--- config.mk ---
export PLATFORM = sky130hd
export DESIGN_NAME = im_bus_read_responder_flat
export DESIGN_NICKNAME = d
export VERILOG_FILES = /design/src/rtl/im_bus_pkg.sv /design/src/rtl/im_bus_read_responder_if.sv /design/src/rtl/im_bus_resp_fifo.sv /design/src/rtl/im_bus_read_responder.sv /design/src/flat_wrapper.sv
export SDC_FILE = /design/constraint.sdc
export NUM_CORES = 1
export LEC_CHECK = 0
export BUFFER_PORTS_ARGS = -buffer_cell sky130_fd_sc_hd__buf_2
export CAP_MARGIN = 10
export CORE_MARGIN = 3
export CORE_UTILIZATION = 39
export DETAILED_ROUTE_END_ITERATION = 16
export HOLD_SLACK_MARGIN = 0.03
export PLACE_DENSITY = 0.6
export SLEW_MARGIN = 20
export SYNTH_ARGS = -nofsm -noshare
export SYNTH_HDL_FRONTEND = slang
export SYNTH_SLANG_ARGS = --single-unit
--- constraint.sdc ---
create_clock -name clk -period 3 [get_ports clk]
set_clock_uncertainty 0.1 [all_clocks]
set_input_delay 0.45 -clock clk [delete_from_list [all_inputs] [get_ports clk]]
set_output_delay 0.45 -clock clk [all_outputs]
set_load 0.02 [all_outputs]
--- src/rtl/im_bus_pkg.sv ---
// im_bus_pkg: response codes and response-FIFO entry layout for the IM read bus.
// The entry struct is sized by IM_DLEN/IM_ILEN; responder DLEN/ILEN must match them.
package im_bus_pkg;
   localparam int IM_DLEN = 32;
   localparam int IM_ILEN = 4;
   typedef enum logic [1:0] {
      RESP_OKAY   = 2'd0,
      RESP_EXOKAY = 2'd1,
      RESP_SLVERR = 2'd2,
      RESP_DECERR = 2'd3
   } resp_t;
   typedef struct packed {
      logic [IM_DLEN-1:0] data;
      logic [IM_ILEN-1:0] id;
      resp_t              resp;
   } rd_entry_t;
endpackage

--- src/rtl/im_bus_read_responder_if.sv ---
// im_bus_read_responder_if: AXI5-Lite read-only AR/R channel bundle with master/slave views.
interface im_bus_read_responder_if #(
   parameter int ALEN = 32,
   parameter int DLEN = 32,
   parameter int ILEN = 4
);
   logic            arvalid;
   logic            arready;
   logic [ALEN-1:0] araddr;
   logic [2:0]      arprot;
   logic [ILEN-1:0] arid;
   logic            rvalid;
   logic            rready;
   logic [DLEN-1:0] rdata;
   logic [1:0]      rresp;
   logic [ILEN-1:0] rid;
   modport slave (input arvalid, araddr, arprot, arid, rready,
                  output arready, rvalid, rdata, rresp, rid);
   modport master (output arvalid, araddr, arprot, arid, rready,
                   input arready, rvalid, rdata, rresp, rid);
endinterface

--- src/rtl/im_bus_resp_fifo.sv ---
// im_bus_resp_fifo: synchronous FIFO with wrap-bit pointers; full/empty come from the extra MSB.
module im_bus_resp_fifo #(
   parameter int DEPTH = 4,
   parameter int W = 38,
   localparam int AW = $clog2(DEPTH)
) (
   input  logic         clk,
   input  logic         rstn,
   input  logic         i_push,
   input  logic [W-1:0] i_wdata,
   input  logic         i_pop,
   output logic [W-1:0] o_rdata,
   output logic         o_full,
   output logic         o_empty,
   output logic [AW:0]  o_count
);
   logic [W-1:0] r_mem [DEPTH];
   logic [AW:0]  r_wptr;
   logic [AW:0]  r_rptr;
   always_ff @(posedge clk or negedge rstn) begin
      if (!rstn) begin
         r_wptr <= '0;
         r_rptr <= '0;
      end else begin
         if (i_push) r_wptr <= r_wptr + (AW+1)'(1);
         if (i_pop) r_rptr <= r_rptr + (AW+1)'(1);
      end
   end
   always_ff @(posedge clk) begin
      if (i_push) r_mem[r_wptr[AW-1:0]] <= i_wdata;
   end
   assign o_rdata = r_mem[r_rptr[AW-1:0]];
   assign o_count = r_wptr - r_rptr;
   assign o_empty = r_wptr == r_rptr;
   assign o_full  = (r_wptr[AW] != r_rptr[AW]) && (r_wptr[AW-1:0] == r_rptr[AW-1:0]);
   // Credit accounting upstream makes these unreachable.
   a_no_overflow: assert property (@(posedge clk) disable iff (!rstn) !(i_push && o_full));
   a_no_underflow: assert property (@(posedge clk) disable iff (!rstn) !(i_pop && o_empty));
endmodule

--- src/rtl/im_bus_read_responder.sv ---
// im_bus_read_responder: IM AXI5-Lite read responder; SRAM read, pending stage, in-order R FIFO.
// Optional IM_BUS_PROT_CHECK_EN answers data-side (arprot[2]==0) requests with SLVERR.
module im_bus_read_responder
   import im_bus_pkg::*;
#(
   parameter int ALEN = 32,
   parameter int DLEN = IM_DLEN,
   parameter int ILEN = IM_ILEN,
   parameter int MEM_AW = 10,
   parameter int FIFO_DEPTH = 4
) (
   input  logic                    clk,
   input  logic                    rstn,
   im_bus_read_responder_if.slave  im_bus,
   output logic                    o_mem_en,
   output logic [MEM_AW-1:0]       o_mem_addr,
   input  logic [DLEN-1:0]         i_mem_rdata
);
   localparam int FAW = $clog2(FIFO_DEPTH);
   logic            r_pend_valid;
   logic [ILEN-1:0] r_pend_id;
   resp_t           r_pend_resp;
   logic            w_decerr;
   logic            w_misalign;
   logic            w_prot_err;
   resp_t           w_resp;
   logic            w_ar_hs;
   logic [FAW:0]    w_count;
   logic [FAW+1:0]  w_used;
   logic            w_full;
   logic            w_empty;
   logic            w_rvalid;
   rd_entry_t       w_wentry;
   rd_entry_t       w_head;
   logic            w_unused;
   assign w_decerr   = |im_bus.araddr[ALEN-1:MEM_AW+2];
   assign w_misalign = |im_bus.araddr[1:0];
`ifdef IM_BUS_PROT_CHECK_EN
   assign w_prot_err = ~im_bus.arprot[2];
`else
   assign w_prot_err = 1'b0;
`endif
   assign w_unused = ^{im_bus.arprot, w_full};
   always_comb begin
      w_resp = w_decerr ? RESP_DECERR :
               (w_misalign || w_prot_err) ? RESP_SLVERR : RESP_OKAY;
   end
   // Credits count both queued beats and the one still in the SRAM stage.
   assign w_used          = {1'b0, w_count} + {{(FAW+1){1'b0}}, r_pend_valid};
   assign im_bus.arready  = rstn && (w_used < (FAW+2)'(FIFO_DEPTH));
   assign w_ar_hs         = im_bus.arvalid && im_bus.arready;
   assign o_mem_en        = w_ar_hs && (w_resp == RESP_OKAY);
   assign o_mem_addr      = im_bus.araddr[MEM_AW+1:2];
   always_ff @(posedge clk or negedge rstn) begin
      if (!rstn) begin
         r_pend_valid <= 1'b0;
         r_pend_id    <= '0;
         r_pend_resp  <= RESP_OKAY;
      end else begin
         r_pend_valid <= w_ar_hs;
         if (w_ar_hs) begin
            r_pend_id   <= im_bus.arid;
            r_pend_resp <= w_resp;
         end
      end
   end
   always_comb begin
      w_wentry.data = (r_pend_resp == RESP_OKAY) ? i_mem_rdata : '0;
      w_wentry.id   = r_pend_id;
      w_wentry.resp = r_pend_resp;
   end
   im_bus_resp_fifo #(.DEPTH(FIFO_DEPTH), .W($bits(rd_entry_t))) u_fifo (
      .clk     (clk),
      .rstn    (rstn),
      .i_push  (r_pend_valid),
      .i_wdata (w_wentry),
      .i_pop   (w_rvalid && im_bus.rready),
      .o_rdata (w_head),
      .o_full  (w_full),
      .o_empty (w_empty),
      .o_count (w_count)
   );
   assign w_rvalid     = !w_empty;
   assign im_bus.rvalid = w_rvalid;
   assign im_bus.rdata  = w_rvalid ? w_head.data : '0;
   assign im_bus.rresp  = w_rvalid ? w_head.resp : RESP_OKAY;
   assign im_bus.rid    = w_rvalid ? w_head.id : '0;
endmodule

--- src/flat_wrapper.sv ---
// flat-port wrapper written by rule: the top's interface ports become plain ports
module im_bus_read_responder_flat import im_bus_pkg::*;
#(
   parameter int ALEN = 32,
   parameter int DLEN = IM_DLEN,
   parameter int ILEN = IM_ILEN,
   parameter int MEM_AW = 10,
   parameter int FIFO_DEPTH = 4
)
  (clk, rstn, o_mem_en, o_mem_addr, i_mem_rdata, im_bus_arvalid, im_bus_araddr, im_bus_arprot, im_bus_arid, im_bus_rready, im_bus_arready, im_bus_rvalid, im_bus_rdata, im_bus_rresp, im_bus_rid);
  im_bus_read_responder_if #(.ALEN(ALEN), .DLEN(DLEN), .ILEN(ILEN)) im_bus_i ();
  input  logic clk;
  input  logic rstn;
  output logic o_mem_en;
  output logic [MEM_AW-1:0] o_mem_addr;
  input  logic [DLEN-1:0] i_mem_rdata;
  input wire logic [$bits(im_bus_i.arvalid)-1:0] im_bus_arvalid;
  input wire logic [$bits(im_bus_i.araddr)-1:0] im_bus_araddr;
  input wire logic [$bits(im_bus_i.arprot)-1:0] im_bus_arprot;
  input wire logic [$bits(im_bus_i.arid)-1:0] im_bus_arid;
  input wire logic [$bits(im_bus_i.rready)-1:0] im_bus_rready;
  output wire logic [$bits(im_bus_i.arready)-1:0] im_bus_arready;
  output wire logic [$bits(im_bus_i.rvalid)-1:0] im_bus_rvalid;
  output wire logic [$bits(im_bus_i.rdata)-1:0] im_bus_rdata;
  output wire logic [$bits(im_bus_i.rresp)-1:0] im_bus_rresp;
  output wire logic [$bits(im_bus_i.rid)-1:0] im_bus_rid;
  assign im_bus_i.arvalid = im_bus_arvalid;
  assign im_bus_i.araddr = im_bus_araddr;
  assign im_bus_i.arprot = im_bus_arprot;
  assign im_bus_i.arid = im_bus_arid;
  assign im_bus_i.rready = im_bus_rready;
  assign im_bus_arready = im_bus_i.arready;
  assign im_bus_rvalid = im_bus_i.rvalid;
  assign im_bus_rdata = im_bus_i.rdata;
  assign im_bus_rresp = im_bus_i.rresp;
  assign im_bus_rid = im_bus_i.rid;
  im_bus_read_responder #(.ALEN(ALEN), .DLEN(DLEN), .ILEN(ILEN), .MEM_AW(MEM_AW), .FIFO_DEPTH(FIFO_DEPTH)) u_core (.clk(clk), .rstn(rstn), .im_bus(im_bus_i), .o_mem_en(o_mem_en), .o_mem_addr(o_mem_addr), .i_mem_rdata(i_mem_rdata));
endmodule
==> run_results.csv <==
group,metric,value,unit
cells_and_area,syn_to_final_growth,19.71,%
global_routing,gr-total-overflow,0,
placement,routabilityCongestion,0.7306,
detailed_routing,wl_per_cell,18.40,µm
cells_and_area,layout-drive-gt1-share,43.64,%
global_routing,grt_max_degree,41,
critical_path,critical_path_required,2.45,ns
synth,synth_top_area_share,66.90,%
timing,finalMaxSlewViolations,0,
placement,dp_hpwl,7.635,mm
clock_tree,root_buffer,"clkbuf_16",
die,initial_core_util,40.43,%
placement,io_buffer_count,102,
die,rows,47,
detailed_routing,via_count,3428,
global_routing,antenna_found_initial,0,
power_and_ir_drop,ir_drop,0.5761,mV
synth,yosysSeqAreaShare,71.67,%
timing,rsz0062_at_grt,"true",
cells_and_area,utilization,48.39,%
cells_and_area,antenna_cells,0,
clock_tree,cts_buffer_depth,2,
synth,synthTopCellsByArea,"edfxtp_1, mux4_2, dfrtp_1",
detailed_routing,ant_nets,0,
global_routing,grt_pass1_vias,3758,
detailed_routing,remaining_drc_errors,0,
timing,worst_pin_slew,0.6195,ns
timing,whs,0.1726,ns
timing,hold_viol,0,
clock_tree,cts.sinks,165,
die,ioPinCount,126,
die,fp.dieH,138.3,µm
power_and_ir_drop,leakagePower,2.964,nW
synth,syn-mean-instance-area,19.49,µm²
die,placeableCoreArea,16880,µm²
flow_run,cap_violations,0,
cells_and_area,nNetsFinal,543,
synth,ys_types,34,
clock_tree,cts_tree,"done",
die,die_area,19120,µm²
synth,ys_async_sr_fraction,7.879,%
synth,netlist_area,6823,µm²
power_and_ir_drop,power.density,1008,nW/µm²
detailed_routing,drt-initial-drc-count,128,
clock_tree,cts_buffers,17,
detailed_routing,drt-pass1-iter-count,4,
critical_path,cp.arrival,2.41,ns
timing,period_needed,2.958,ns
synth,synth_edf_count,152,
hold_path,hold_class,"input port to flop",
timing,max-slew-margin-rel,58.70,%
critical_path,cp_max_fo,4,
global_routing,grt_first_pass_wirelength,20.05,mm
timing,fin_crit_sh,98.60,%
synth,ys_ff_latch,165,
cells_and_area,fillers,1447,
timing,fmax,338.1,MHz
status,status,"complete, no violations",
clock_tree,clkTransAtPathRegs,0.06,ns
critical_path,critPathLaunchType,"flop",
synth,ys.flop_type,"edfxtp_1",
detailed_routing,via_per_inst,4.954,
global_routing,track_usage,13.66,%
critical_path,end_kind,"output port",
synth,synth_warnings,0,
die,die_w,138.3,µm
synth,synthTopCellsByCount,"edfxtp_1, and2_1, mux4_2",
timing,setup_viol,0,
clock_tree,worstSkewPairLatency,0.41,ns
synth,synthCells,350,
critical_path,path_class,"flop to output port",
synth,yosysMostFrequentCell,"edfxtp_1",
detailed_routing,totalWireLength,12.73,mm
synth,syn_nets,433,
clock_tree,htreeDepth,4,
synth,yosysTopAreaCell,"edfxtp_1",
[cell type report]
type / instances / area [µm²] / share of cell area, %
Timing Repair Buffer: 117 / 675.6 / 8.272
Clock inverter: 11 / 87.58 / 1.072
Sequential cell: 165 / 4895 / 59.93
Multi-Input combinational cell: 155 / 1783 / 21.83
Tap cell: 220 / 275.3 / 3.370
Inverter: 4 / 15.01 / 0.1838
Clock buffer: 20 / 436.7 / 5.346
[final timing paths]
path,start,end,slack [ns],cells after the start
worst max-delay path,u_core.u_fifo.r_rptr[0],o_mem_en,0.04,6
worst min-delay path,im_bus_arid[1],u_core.r_pend_id[1],0.17,2
worst max register to register,u_core.u_fifo.r_rptr[0],u_core.r_pend_id[0],0.64,6
worst min register to register,u_core.u_fifo.r_rptr[2],u_core.u_fifo.r_rptr[2],0.42,1
max in group asynchronous,rstn,u_core.u_fifo.r_rptr[0],2.16,3
min in group asynchronous,rstn,u_core.u_fifo.r_rptr[2],0.44,3
[sequential cells by signal, summed over array words and instances (netlist names)]
signal and cells:
u_core.r_pend_id 4, u_core.r_pend_resp 2, u_core.r_pend_valid 1, u_core.u_fifo.r_mem 152, u_core.u_fifo.r_rptr 3, u_core.u_fifo.r_wptr 3
[stage by stage]
stage | std cells | power [mW] | setup TNS, ns | setup slack, ns | instance area [µm²]
3_5_place_dp | 657 | 6.404 | 0 | 0.3124 | 7584
3_3_place_gp | 657 | 6.365 | 0 | 0.3274 | 7584
2_1_floorplan | 350 | 5.365 | 0 | 0.3690 | 6823
4_1_cts | 690 | 8.346 | -0.04186 | -0.04186 | 8132
6_report | 692 | 8.232 | 0 | 0.04192 | 8168
5_1_grt | 692 | 8.682 | -0.01856 | -0.01856 | 8168
[power breakdown]
| group | total (mW) | leakage (nW) | switching (mW) | internal (mW) |
|---|---|---|---|---|
| clock | 1.90 | 0.247 | 0.783 | 1.12 |
| sequential | 3.06 | 1.55 | 0.152 | 2.91 |
| combinational | 3.26 | 1.17 | 1.84 | 1.42 |
[worst max-delay path: stages (launching register included)]
cell	delay [ns]
dfrtp_4	0.49
ha_4	0.16
fa_1	0.43
or3b_4	0.42
and4_4	0.18
and4_2	0.18
buf_6	0.13
[cell usage in the layout, fill, tap and decap left out, types with 6 or more instances in the layout]
cell type,n
mux4_2,35
nor2b_1,29
edfxtp_1,152
buf_4,10
clkbuf_16,17
ha_1,6
and2_1,32
dfrtp_1,11
and2b_2,9
buf_2,101
[kinds of logic after synthesis]
group,count (synthesis),share of synthesized area [%]
AO/OA/AOI/OAI,7,0.6969
buffers and inverters,30,2.641
AND/OR/NAND/NOR,91,8.674
adder cells (fa/ha/maj),8,1.577
multiplexers,43,13.75
flip-flops,165,71.67
XOR/XNOR,6,0.9904
[metal layers]
metal | share of wire, % | up-vias | GRT usage [%]
li1 | - | 1571 | -
met1 | 45 | 1744 | 18.35
met2 | 49 | 97 | 21.61
met3 | 4.7 | 16 | 4.040
met4 | 1.3 | 0 | 4.472
met5 | 0 | - | 0
[timing repair]
item,CTS,global route
hold buffers,1,0
buffers inserted,1,2
gates resized for setup,2,6
pin swaps,1,1
endpoints found under the hold margin,13,0
endpoints found under the setup margin,35,3
Power figures use the tool's default switching activity.
